===== src/rtl/box_avg_pkg.sv =====
// Shared constants, beat control payload and width/reciprocal helpers for the
// KxK box-mean filter.
package box_avg_pkg;

  localparam int unsigned LAT = 5;

  // Control bits that travel alongside a window beat through the pipeline.
  typedef struct packed {
    logic vld;
    logic last;
    logic k5;
  } beat_ctl_t;

  function automatic int unsigned colsum_w(input int unsigned dw);
    return dw + 3;
  endfunction

  function automatic int unsigned hsum_w(input int unsigned dw);
    return dw + 5;
  endfunction

  function automatic int unsigned prod_w(input int unsigned in_w, input int unsigned shift);
    return in_w + shift;
  endfunction

  // ceil(2^shift / k^2)
  function automatic longint unsigned recip(input int unsigned k, input int unsigned shift);
    longint unsigned num;
    longint unsigned den;
    num = 64'd1 << shift;
    den = 64'(k) * 64'(k);
    return (num + den - 64'd1) / den;
  endfunction

endpackage


===== src/rtl/box_avg_kxk_div.sv =====
// Constant-reciprocal divider: registers hsum*recip (P4) and the truncated
// quotient (P5) together with valid/last.
module const_div_recip
  import box_avg_pkg::*;
#(
  parameter int unsigned      IN_W    = 14,
  parameter int unsigned      OUT_W   = 9,
  parameter int unsigned      SHIFT   = 20,
  parameter longint unsigned  RECIP_A = recip(3, 20),
  parameter longint unsigned  RECIP_B = recip(5, 20)
) (
  input  logic              clk,
  input  logic              rst_n,
  input  beat_ctl_t         in_ctl,
  input  logic [IN_W-1:0]   in_data,
  output logic              out_valid,
  output logic              out_last,
  output logic [OUT_W-1:0]  out_data
);

  localparam int unsigned      PROD_W = prod_w(IN_W, SHIFT);
  localparam logic [SHIFT-1:0] RA     = SHIFT'(RECIP_A);
  localparam logic [SHIFT-1:0] RB     = SHIFT'(RECIP_B);

  logic [PROD_W-1:0] prod_q, prod_d;
  logic              p4_vld_q, p4_vld_d;
  logic              p4_last_q, p4_last_d;
  logic [OUT_W-1:0]  out_data_q, out_data_d;
  logic              out_valid_q, out_valid_d;
  logic              out_last_q, out_last_d;

  always_comb begin
    prod_d      = prod_q;
    p4_vld_d    = in_ctl.vld;
    p4_last_d   = in_ctl.vld & in_ctl.last;
    out_valid_d = p4_vld_q;
    out_last_d  = p4_last_q;
    out_data_d  = out_data_q;
    if (in_ctl.vld) prod_d = PROD_W'(in_data) * PROD_W'(in_ctl.k5 ? RB : RA);
    if (p4_vld_q)   out_data_d = OUT_W'(prod_q >> SHIFT);
  end

  always_ff @(posedge clk or negedge rst_n) begin
    if (!rst_n) begin
      prod_q      <= '0;
      p4_vld_q    <= 1'b0;
      p4_last_q   <= 1'b0;
      out_data_q  <= '0;
      out_valid_q <= 1'b0;
      out_last_q  <= 1'b0;
    end else begin
      prod_q      <= prod_d;
      p4_vld_q    <= p4_vld_d;
      p4_last_q   <= p4_last_d;
      out_data_q  <= out_data_d;
      out_valid_q <= out_valid_d;
      out_last_q  <= out_last_d;
    end
  end

  assign out_valid = out_valid_q;
  assign out_last  = out_last_q;
  assign out_data  = out_data_q;

endmodule


===== src/rtl/box_avg_kxk.sv =====
// KxK (3x3 or 5x5) box mean over a column-streamed image with horizontal edge
// replication and an in_ready-gated right-edge flush.
module box_avg_kxk
  import box_avg_pkg::*;
#(
  parameter int unsigned DW    = 9,
  parameter int unsigned MAX_K = 5,
  parameter int unsigned SHIFT = 20
) (
  input  logic                clk,
  input  logic                rst_n,
  input  logic                win5,
  input  logic                in_valid,
  output logic                in_ready,
  input  logic                line_start,
  input  logic                line_end,
  input  logic [MAX_K*DW-1:0] col_in,
  output logic                out_valid,
  output logic [DW-1:0]       out_data,
  output logic                out_last
);

  localparam int unsigned CS_W   = colsum_w(DW);
  localparam int unsigned HS_W   = hsum_w(DW);
  localparam int unsigned MAX_R  = MAX_K / 2;
  localparam int unsigned CNT_W  = $clog2(MAX_R + 1);
  localparam int          CTR    = int'(MAX_K / 2);
  localparam logic        HAS_K5 = (MAX_K == 32'd5);

  function automatic logic [CNT_W-1:0] r_of(input logic k5);
    return k5 ? CNT_W'(MAX_R) : CNT_W'(1);
  endfunction

  logic [DW-1:0]    rows [MAX_K];
  logic             acc, start, k5_in, k_sel;
  logic [CS_W-1:0]  colsum_c;
  logic [CNT_W-1:0] idx, cnt_next;

  logic             in_ready_q, in_ready_d;
  logic             in_line_q, in_line_d;
  logic             mode_q, mode_d;
  logic [CNT_W-1:0] cnt_q, cnt_d;
  logic [CNT_W-1:0] flush_cnt_q, flush_cnt_d;
  logic [CS_W-1:0]  colsum_q, colsum_d;
  logic             p1_shift_q, p1_shift_d;
  logic             p1_start_q, p1_start_d;
  beat_ctl_t        p1_ctl_q, p1_ctl_d;
  logic [CS_W-1:0]  win_q [MAX_K];
  logic [CS_W-1:0]  win_d [MAX_K];
  beat_ctl_t        p2_ctl_q, p2_ctl_d;
  logic [HS_W-1:0]  hsum_q, hsum_d;
  beat_ctl_t        p3_ctl_q, p3_ctl_d;

  for (genvar g = 0; g < MAX_K; g++) begin : g_rows
    assign rows[g] = col_in[g*DW +: DW];
  end

  assign acc   = in_valid & in_ready_q;
  assign start = acc & line_start;
  assign k5_in = HAS_K5 & win5;
  assign k_sel = start ? k5_in : mode_q;

  // P1 column sum over the active rows (centre +-1 in 3x3 mode)
  always_comb begin
    colsum_c = '0;
    for (int r = 0; r < int'(MAX_K); r++) begin
      if (k_sel || (r >= CTR - 1 && r <= CTR + 1)) colsum_c = colsum_c + CS_W'(rows[r]);
    end
  end

  // Beat sequencing: accepted beats, right-edge flush beats, output decision
  always_comb begin
    mode_d      = mode_q;
    in_line_d   = in_line_q;
    cnt_d       = cnt_q;
    flush_cnt_d = flush_cnt_q;
    colsum_d    = colsum_q;
    p1_shift_d  = 1'b0;
    p1_start_d  = 1'b0;
    p1_ctl_d    = '0;
    idx         = start ? '0 : cnt_q;
    cnt_next    = (cnt_q == CNT_W'(MAX_R)) ? cnt_q : cnt_q + CNT_W'(1);

    if (flush_cnt_q != '0) begin
      p1_shift_d    = 1'b1;
      p1_ctl_d.vld  = (cnt_q >= r_of(mode_q));
      p1_ctl_d.last = (flush_cnt_q == CNT_W'(1));
      p1_ctl_d.k5   = mode_q;
      cnt_d         = cnt_next;
      flush_cnt_d   = flush_cnt_q - CNT_W'(1);
    end else if (start || (acc && in_line_q)) begin
      p1_shift_d   = 1'b1;
      p1_start_d   = start;
      colsum_d     = colsum_c;
      p1_ctl_d.vld = (idx >= r_of(k_sel));
      p1_ctl_d.k5  = k_sel;
      mode_d       = k_sel;
      in_line_d    = 1'b1;
      cnt_d        = start ? CNT_W'(1) : cnt_next;
      if (line_end) begin
        in_line_d   = 1'b0;
        flush_cnt_d = r_of(k_sel);
      end
    end

    in_ready_d = (flush_cnt_d == '0);
  end

  // P2 window: full replication on line start, else shift in newest colsum
  always_comb begin
    win_d    = win_q;
    p2_ctl_d = p1_ctl_q;
    if (p1_shift_q) begin
      for (int i = int'(MAX_K) - 1; i > 0; i--) begin
        win_d[i] = p1_start_q ? colsum_q : win_q[i-1];
      end
      win_d[0] = colsum_q;
    end
  end

  // P3 horizontal sum over the newest K window entries
  always_comb begin
    hsum_d   = hsum_q;
    p3_ctl_d = p2_ctl_q;
    if (p2_ctl_q.vld) begin
      hsum_d = '0;
      for (int i = 0; i < int'(MAX_K); i++) begin
        if (i < 3 || p2_ctl_q.k5) hsum_d = hsum_d + HS_W'(win_q[i]);
      end
    end
  end

  always_ff @(posedge clk or negedge rst_n) begin
    if (!rst_n) begin
      in_ready_q  <= 1'b1;
      in_line_q   <= 1'b0;
      mode_q      <= 1'b0;
      cnt_q       <= '0;
      flush_cnt_q <= '0;
      colsum_q    <= '0;
      p1_shift_q  <= 1'b0;
      p1_start_q  <= 1'b0;
      p1_ctl_q    <= '0;
      for (int i = 0; i < int'(MAX_K); i++) win_q[i] <= '0;
      p2_ctl_q    <= '0;
      hsum_q      <= '0;
      p3_ctl_q    <= '0;
    end else begin
      in_ready_q  <= in_ready_d;
      in_line_q   <= in_line_d;
      mode_q      <= mode_d;
      cnt_q       <= cnt_d;
      flush_cnt_q <= flush_cnt_d;
      colsum_q    <= colsum_d;
      p1_shift_q  <= p1_shift_d;
      p1_start_q  <= p1_start_d;
      p1_ctl_q    <= p1_ctl_d;
      win_q       <= win_d;
      p2_ctl_q    <= p2_ctl_d;
      hsum_q      <= hsum_d;
      p3_ctl_q    <= p3_ctl_d;
    end
  end

  assign in_ready = in_ready_q;

  const_div_recip #(
    .IN_W    (HS_W),
    .OUT_W   (DW),
    .SHIFT   (SHIFT),
    .RECIP_A (recip(3, SHIFT)),
    .RECIP_B (recip(5, SHIFT))
  ) u_div (
    .clk       (clk),
    .rst_n     (rst_n),
    .in_ctl    (p3_ctl_q),
    .in_data   (hsum_q),
    .out_valid (out_valid),
    .out_last  (out_last),
    .out_data  (out_data)
  );

endmodule


===== config.mk =====
export PLATFORM = sky130hd
export DESIGN_NAME = box_avg_kxk
export DESIGN_NICKNAME = d
export VERILOG_FILES = /design/src/rtl/box_avg_pkg.sv /design/src/rtl/box_avg_kxk_div.sv /design/src/rtl/box_avg_kxk.sv
export SDC_FILE = /design/constraint.sdc
export NUM_CORES = 1
export LEC_CHECK = 0
export CAP_MARGIN = 20
export CELL_PAD_IN_SITES_DETAIL_PLACEMENT = 0
export CELL_PAD_IN_SITES_GLOBAL_PLACEMENT = 1
export CORE_MARGIN = 2
export CORE_UTILIZATION = 53
export DETAILED_ROUTE_END_ITERATION = 7
export PLACE_DENSITY = 0.9
export REMOVE_ABC_BUFFERS = 1
export SETUP_SLACK_MARGIN = 0.02
export SLEW_MARGIN = 20
export SYNTH_ARGS = -nofsm -noshare
export SYNTH_HDL_FRONTEND = slang
export SYNTH_HIERARCHICAL = 1
export SYNTH_SLANG_ARGS = --single-unit

===== constraint.sdc =====
create_clock -name clk -period 8.4 [get_ports clk]
set_input_delay 1.26 -clock clk [delete_from_list [all_inputs] [get_ports clk]]
set_output_delay 1.26 -clock clk [all_outputs]
set_load 0.1 [all_outputs]

==> results of run 1 <==
-- cell families after synthesis --
| group | share of synthesized area (%) |
|---|---|
| muxes | 5.78 |
| buffers and inverters | 7.33 |
| AOI/OAI and AO/OA | 14.8 |
| xor gates and xnor gates | 3.86 |
| other | 0.0534 |
| and+or+nand+nor | 9.66 |
| adders and majority gates | 36.1 |
| DFF | 22.4 |
-- state kept, by name (all words and copies together), names as in the netlist, 2 cells and up --
register and cells:
win_q 60, p1_ctl_q 3, p3_ctl_q 3, cnt_q 2, hsum_q 14, u_div/out_data 9
p2_ctl_q 3, u_div/prod_q 9, flush_cnt_q 2, colsum_q 12
-- Yosys cell counts, types with 3 or more instances --
cell / count / area [sq um]
sky130_fd_sc_hd__a31oi_1: 14 / 87.6
sky130_fd_sc_hd__o31ai_1: 3 / 22.5
sky130_fd_sc_hd__a21o_1: 23 / 173
sky130_fd_sc_hd__xnor2_1: 43 / 377
sky130_fd_sc_hd__nand2_1: 66 / 248
sky130_fd_sc_hd__xor2_1: 19 / 166
sky130_fd_sc_hd__o21ai_0: 25 / 125
sky130_fd_sc_hd__nand2b_1: 15 / 93.8
sky130_fd_sc_hd__o21a_1: 13 / 97.6
sky130_fd_sc_hd__o211ai_1: 13 / 97.6
sky130_fd_sc_hd__and2_1: 23 / 144
sky130_fd_sc_hd__mux2i_1: 53 / 531
sky130_fd_sc_hd__o21bai_1: 16 / 120
sky130_fd_sc_hd__o21ai_1: 21 / 105
sky130_fd_sc_hd__or3_1: 5 / 31.3
sky130_fd_sc_hd__o31a_1: 4 / 35.0
sky130_fd_sc_hd__fa_1: 134 / 2680
sky130_fd_sc_hd__nor2_1: 119 / 447
sky130_fd_sc_hd__nand4_1: 9 / 56.3
sky130_fd_sc_hd__a21oi_1: 131 / 656
sky130_fd_sc_hd__mux2_2: 25 / 282
sky130_fd_sc_hd__buf_1: 7 / 26.3
sky130_fd_sc_hd__a211o_1: 3 / 26.3
sky130_fd_sc_hd__nor3_1: 19 / 95.1
sky130_fd_sc_hd__nand3_1: 10 / 50.1
sky130_fd_sc_hd__inv_1: 225 / 845
sky130_fd_sc_hd__ha_1: 191 / 2390
sky130_fd_sc_hd__o21ai_2: 3 / 26.3
sky130_fd_sc_hd__a21oi_2: 5 / 43.8
sky130_fd_sc_hd__nor2b_1: 6 / 37.5
sky130_fd_sc_hd__dfrtp_1: 125 / 3130
sky130_fd_sc_hd__nand3b_1: 3 / 22.5
sky130_fd_sc_hd__o2111ai_1: 5 / 43.8
sky130_fd_sc_hd__clkbuf_1: 26 / 97.6
sky130_fd_sc_hd__and3_1: 3 / 18.8
-- layer usage --
layer / wire length [um] / global-route usage, %
met1: 13000 / 28.8
met2: 15600 / 39.8
met3: 890 / 2.47
met4: 493 / 5.51
met5: 0 / 0
-- final cells by class --
type	count	share of cell area [%]
timing repair buffer	67	4.23
multi-input combinational	1083	63.5
inverter	226	5.45
tap	335	2.69
clock inverter	14	1.08
clock buffer	18	2.76
sequential	126	20.3
-- metrics by stage --
| stage | hold slack, ns | setup slack [ns] | util [%] | std cells |
|---|---|---|---|---|
| after floorplan | 0.331 | 2.90 | - | 1435 |
| after global placement | 0.333 | 2.35 | 57.4 | 1837 |
| after detailed placement | 0.340 | 2.26 | 57.4 | 1837 |
| after CTS | 0.349 | 2.26 | 59.7 | 1869 |
| after global routing | 0.366 | 2.00 | 59.7 | 1869 |
| final | 0.348 | 2.25 | 59.7 | 1869 |
-- how the worst min path moves through the flow --
stage / endpoint / cells past startpoint / start
6_report: p3_ctl_q[1] / 0 / p2_ctl_q[1]
5_1_grt: p3_ctl_q[1] / 0 / p2_ctl_q[1]
4_1_cts: p3_ctl_q[1] / 0 / p2_ctl_q[1]
3_5_place_dp: p3_ctl_q[1] / 0 / p2_ctl_q[1]
3_3_place_gp: p3_ctl_q[1] / 0 / p2_ctl_q[1]
2_1_floorplan: p2_ctl_q[0] / 0 / p1_ctl_q[0]
==> metrics list, run 1 <==
- The run finished with clean final reports.
* Count of vias placed by the detailed router: 10300
- Traced cell by cell, the critical path runs through nor2_1 > fa_1 > inv_1 > fa_1 > inv_1 > fa_1 > fa_1 > fa_1 > inv_1 > fa_1 > inv_1 > ha_1 > a21oi_1 > o211ai_1 > o311a_1 > a21oi_2 > xnor2_1 > mux2_2.
- A synthesized cell averages 9.55 sq um.
- For this block, the initial DRC count from the detailed router was 599.
* Clock tree from TritonCTS: yes
- Primary flip-flop cell chosen by synthesis mapping: sky130_fd_sc_hd__dfrtp_1
- Number of standard cells after synthesis: 1472
- Portion of the clock cycle consumed by the worst path in the final layout: 73.2%
- The via count of the first global-routing pass came to 10400.
* Count of final max-slew check failures: 0
* Endpoint required time on the critical path: 8.71 ns
* # DRC: 0
- After detailed routing, the number of vias per cell comes to 5.53.
- Cell type with the highest occurrence count on the critical path: sky130_fd_sc_hd__fa_1
- Number of synthesized register bits: 126
- WL per Instance: 16.0 um
- CTS H-Tree Depth: 4
- Kind of capture point of the worst setup path: flop
* Max-capacitance violation count: 0
- The die covers 0.0278 sq mm.
- The floorplan has 59 rows.
- Antenna violations before repair: 0
* Combined area of the multi-input logic cells: 0.00989 sq mm
- Pin count of the biggest net entering global routing: 110
- Along the worst path, the maximum fanout reaches 32.
* Library cell contributing the largest single delay on the critical path: sky130_fd_sc_hd__dfrtp_1
- Setup Viol. Count Final: 0
- Number of buffers created by CTS: 17
* Iteration count of the initial detailed-routing pass: 7
- On the critical path the largest part of the delay comes from adder cells.
* FF+latch area: 0.00316 sq mm
- For the pin with the worst max-slew slack, the measured transition is 1.07 ns.
- Setup repair after global routing left no endpoint under its margin.
- The repair_antennas step left the layout with diodes totalling 0.
- Timing would allow up to 163 MHz.
* Post-synth design cell area: 0.0141 sq mm
- Quantity of gates resized following cts: 0
- The layout has 2233 filler cells.
- Relative slew slack: 28.9%
- I/O pin count: 63
* Depth of the worst register-to-register path: 18
- Die Height: 167 um
* Core region area: 0.0261 sq mm
- Post-CTS timing repair inserted 0 buffers for setup.
- Antenna viol nets, final: 0
- Summed over all nets, the half-perimeter wirelength after detailed placement is 24300 um.
- Share of async-settable or async-resettable flops after synthesis: 100%
* Fraction of the yosys area taken by sequential cells: 22.4%
* Synthesis warning total: 6
- Critical path type: reg2reg
- In this run, post-CTS hold repair placed 0 buffers.
- Yosys mapped a number of flops with a built-in enable equal to 0.
- Final period demand of the worst path: 6.15 ns
- Nets: 1897
* Root cell of the clock tree: sky130_fd_sc_hd__clkbuf_16
* Count of different cell masters after synthesis: 86
- Global routing used 22.2% of the available tracks across all layers.
- Layout cells sized above 1: 6.19%
* Global-route wire length before repair: 50400 um
- CTS clock-pin slew for the worst setup and hold paths: 0.06 ns
- The endpoint identified for the worst register-to-register timing path is u_div/prod_q[20].
- The count of buffers added on input and output ports is 62.
- Leaving out fill and tap cells, the most frequent cells in the layout are sky130_fd_sc_hd__inv_1 (225), sky130_fd_sc_hd__ha_1 (191), sky130_fd_sc_hd__fa_1 (134).
- After detailed placement, the total cell area comes to 0.0150 sq mm.
- STA classifies the critical path startpoint as a flop.
- Total non-filler cell area in the finished layout: 0.0156 sq mm
- The startpoint identified for the worst register-to-register timing path is p3_ctl_q[0].
- Area growth from synthesis to layout: 10.8%
- Placer Congestion: 0.876
- The total count of hold-check failures in the final report is 0.
- Routed Wire Length: 29900 um
- Worst setup path start: p3_ctl_q[0]
- The tree built by TritonCTS fans out to 126 sinks.
* Worst path buffer plus inverter count: 4
- The clock arrives with 0.0112 ns of skew.
- Critical Path End: u_div/prod_q[20]
* Worst-Skew Late Latency: 0.43 ns
- For this configuration, the core starts out at a cell density of 53.9%.
* Max clock buf depth: 2
- Counting buffers and inverters, the worst setup path is 18 cells deep.
- On the worst path, the slowest cell contributes a delay of 0.92 ns.
- The floorplan step set the die width to 167 um.
* Commonest non-fill, non-tap cell in the layout: sky130_fd_sc_hd__inv_1
* Endpoint arrival time on the critical path: 6.46 ns
- Setup TNS Final: 0 ns
* Aggregate global routing overflow: 0
- Worst setup slack for register-to-register paths: 2.25 ns
- The path class of the tightest hold or removal check is reg2reg.
Power of run 1 is not shown: default switching activity piles up to over one toggle a cycle in this logic, so the estimate is an artifact.
==> inputs of run 2 (changes only) <==
--- a/config.mk
+++ b/config.mk
@@ -9,9 +9,9 @@
 export CELL_PAD_IN_SITES_DETAIL_PLACEMENT = 0
 export CELL_PAD_IN_SITES_GLOBAL_PLACEMENT = 1
 export CORE_MARGIN = 2
-export CORE_UTILIZATION = 53
+export CORE_UTILIZATION = 45
 export DETAILED_ROUTE_END_ITERATION = 7
-export PLACE_DENSITY = 0.9
+export PLACE_DENSITY = 0.81
 export REMOVE_ABC_BUFFERS = 1
 export SETUP_SLACK_MARGIN = 0.02
 export SLEW_MARGIN = 20
==> constraint.sdc (replaced) <==
create_clock -name clk -period 4.9 [get_ports clk]
set_input_delay 0.735 -clock clk [delete_from_list [all_inputs] [get_ports clk]]
set_output_delay 0.735 -clock clk [all_outputs]
set_load 0.1 [all_outputs]
==> run 2 against run 1 <==
Compared with the run above: the flow now finishes with violations (negative setup slack); die area grew 17%; sequential share of layout area shrank 3.4 points; flip-flop and latch count is the same; register-to-register slack got worse by 2.7 ns; cell area up 20%; first-iteration DRC count fell by 29%; global-route usage is 0.80 points lower; critical endpoint is now u_div/prod_q[27].
==> metrics list, run 2 (same netlist as run 1, synthesis figures left out) <==
* Result of the run: finished, violations left
* Violations in the final reports: negative setup slack
* Number of buffers created by CTS: 17 (unchanged)
- Min-Delay Path Depth: 0 (unchanged)
- TritonCTS built the clock tree.
* Top register by number of flip-flops: win_q
* Root cell of the clock tree: sky130_fd_sc_hd__clkbuf_16
- The worst setup path is launched from a flop.
- Count of final max-slew check failures: 0 (unchanged)
- STA classifies the critical path endpoint as a flop.
- The final worst-path cycle share came to 110% (+37 points).
* CTS clock-pin slew for the worst setup and hold paths: 0.06 ns (about the same)
* Post-Place Cells: 2130 (+16%)
* Core region area: 0.0307 sq mm (+18%)
- The number of placed I/O pins is 63 (unchanged).
- The tightest min-delay check is of the reg2reg type.
- Hold-fix buffers at CTS: 0 (unchanged)
* Largest registers: win_q: 60 flops, hsum_q: 14 flops, colsum_q: 12 flops
* FILL cells: 2521 (+13%)
- 1st-iter DRT viols: 424 (-29%)
* DIE AREA: 0.0327 sq mm (+17%)
* Iteration count of the initial detailed-routing pass: 5 (-2)
- The required arrival time at the worst endpoint is 5.23 ns (-3.48 ns).
- The final critical-path setup slack was -0.496 ns (-2.74 ns).
- Critical path type: reg2reg
- The number of buffers added on ports is 62 (unchanged).
* Die Height: 181 um (+8.3%)
- Endpoint arrival time on the critical path: 5.73 ns (-0.73 ns)
* # DRC: 0 (unchanged)
- Antenna fix cells: 0 (unchanged)
- CTS H-Tree Depth: 4 (unchanged)
* Aggregate global routing overflow: 0 (unchanged)
- Area growth from synthesis to layout: 33.2%
- The shortest clock period the worst path allows after layout is 5.40 ns (-0.755 ns).
- The placer congestion estimate is 0.864 (-1.4%).
* Clock sinks: 126 (unchanged)
- Setup Viol. Count Final: 13 (+13)
- The final layout net count is 2169 (+14%).
- The first-pass GRT wire length was 56800 um (+13%).
* Clock Skews: 0.0142 ns (+0.00293 ns)
- The flip-flop count of the largest register after layout is 60 (unchanged).
- Commonest cells after routing, fill and taps aside: sky130_fd_sc_hd__buf_4 (266), sky130_fd_sc_hd__inv_1 (214), sky130_fd_sc_hd__ha_1 (162)
- Post-detail-place hpwl: 26500 um (+9.4%)
- The pin count of the biggest net entering global routing was 96 (-13%).
- The total via count after detailed routing is 11500 (+11%).
- Setup repair after global routing could not meet its margin everywhere.
* Routed Wire Length: 34600 um (+16%)
- The share of final-layout standard cells stronger than drive strength 1 was 29.0% (+23 points).
- Max-capacitance violation count: 0 (unchanged)
- The via count of the first global-routing pass was 11700 (+13%).
* Final Hold Violating Endpoints: 0 (unchanged)
* Depth of the worst register-to-register path: 18 (unchanged)
- The overall fraction of global-route tracks in use is 21.4% (-0.80 points).
- The number of nets with antenna violations after detailed routing is 0 (unchanged).
- Commonest non-fill, non-tap cell in the layout: sky130_fd_sc_hd__buf_4
- Transition at the pin with the smallest max-transition slack: 0.991 ns (-0.0755 ns)
- Relative slew slack: 33.7% (+4.8 points)
- The average vias per placed instance is 5.22 (-5.6%).
* Non-filler cells in the finished layout: 2201 (+18%)
- The maximum clock path buffer count was 2 (unchanged).
- Fmax: 185 MHz (+14%)
- Maximum fanout along the worst path: 7 (-78%)
* Starting density of the core: 45.8% (-8.1 points)
- WL per Instance: 15.7 um (-1.8%)
- The die span in x came to 181 um (+8.3%).
- The later-pin clock latency in the skew report is 0.43 ns (about the same).
- Number of placement rows: 64 (+8.5%)
- Antenna violations before repair: 0 (unchanged)
[run 2: cell types whose count changed in the layout (fill, tap and decap cells not counted), sizes merged]
cell	previous run	this run
clkdlybuf4s50	61	59
dlymetal6s2s	0	2
clkbuf	18	19
buf	6	278
clkinv	6	4
[run 2: cell type report]
| type | instances | area, sq um | area share, % |
|---|---|---|---|
| repair buffers | 339 | 2750 | 14.7 |
| clock buffers | 19 | 443 | 2.37 |
| well taps | 396 | 495 | 2.65 |
| multi-input cells | 1083 | 10900 | 58.0 |
| flip-flops and latches | 126 | 3170 | 16.9 |
| clock inverters | 12 | 161 | 0.862 |
| inverters | 226 | 851 | 4.55 |
[run 2: critical path, cell delays in order, from the launching register on]
cell                       delay (ns)
sky130_fd_sc_hd__dfrtp_2         0.45
sky130_fd_sc_hd__buf_6           0.14
sky130_fd_sc_hd__buf_6           0.13
sky130_fd_sc_hd__nor2_4          0.11
sky130_fd_sc_hd__xnor2_2         0.09
sky130_fd_sc_hd__ha_2            0.17
sky130_fd_sc_hd__a21o_1          0.16
sky130_fd_sc_hd__fa_1            0.52
sky130_fd_sc_hd__fa_2            0.46
sky130_fd_sc_hd__fa_2            0.56
sky130_fd_sc_hd__fa_2            0.46
sky130_fd_sc_hd__fa_1            0.57
sky130_fd_sc_hd__ha_4            0.24
sky130_fd_sc_hd__a21o_1          0.20
sky130_fd_sc_hd__a21oi_2         0.21
sky130_fd_sc_hd__o21ai_4         0.13
sky130_fd_sc_hd__o311ai_4        0.30
sky130_fd_sc_hd__a31oi_1         0.15
sky130_fd_sc_hd__o31ai_1         0.24
[run 2: layer usage]
metal  share of wire (%)  track usage, %
met3                 2.8            2.64
met5                   0               0
met1                  42            27.1
met4                 2.4            6.29
met2                  52            38.4
[run 2: final timing paths]
check	end	slack, ns	from
setup / recovery	u_div/prod_q[27]	-0.50	p3_ctl_q[0]
hold / removal	p3_ctl_q[1]	0.34	p2_ctl_q[1]
setup reg to reg	u_div/prod_q[27]	-0.50	p3_ctl_q[0]
hold reg to reg	p3_ctl_q[1]	0.34	p2_ctl_q[1]
max in group asynchronous	colsum_q[1]	3.50	rst_n
min in group asynchronous	win_q[58]	0.40	rst_n
[run 2: stage by stage]
stage / hold WS (ns) / worst slack [ns] / instance area [sq um] / utilization, % / TNS (ns)
after floorplan: 0.331 / -0.604 / 13900 / - / -4.26
after global placement: 0.334 / -0.558 / 16800 / 54.7 / -8.38
after detailed placement: 0.335 / -0.676 / 16800 / 54.7 / -9.77
after CTS: 0.338 / -0.460 / 18100 / 58.9 / -4.38
after global routing: 0.348 / -0.673 / 18700 / 61.0 / -7.39
final: 0.338 / -0.496 / 18700 / 61.0 / -4.86
[run 2: timing repair]
item,4_1_cts,5_1_grt
gates resized for setup,114,103
endpoints found under the setup margin,16,22
buffers inserted,24,19
pin swaps,84,101
Power of run 2 is left out for the same reason.
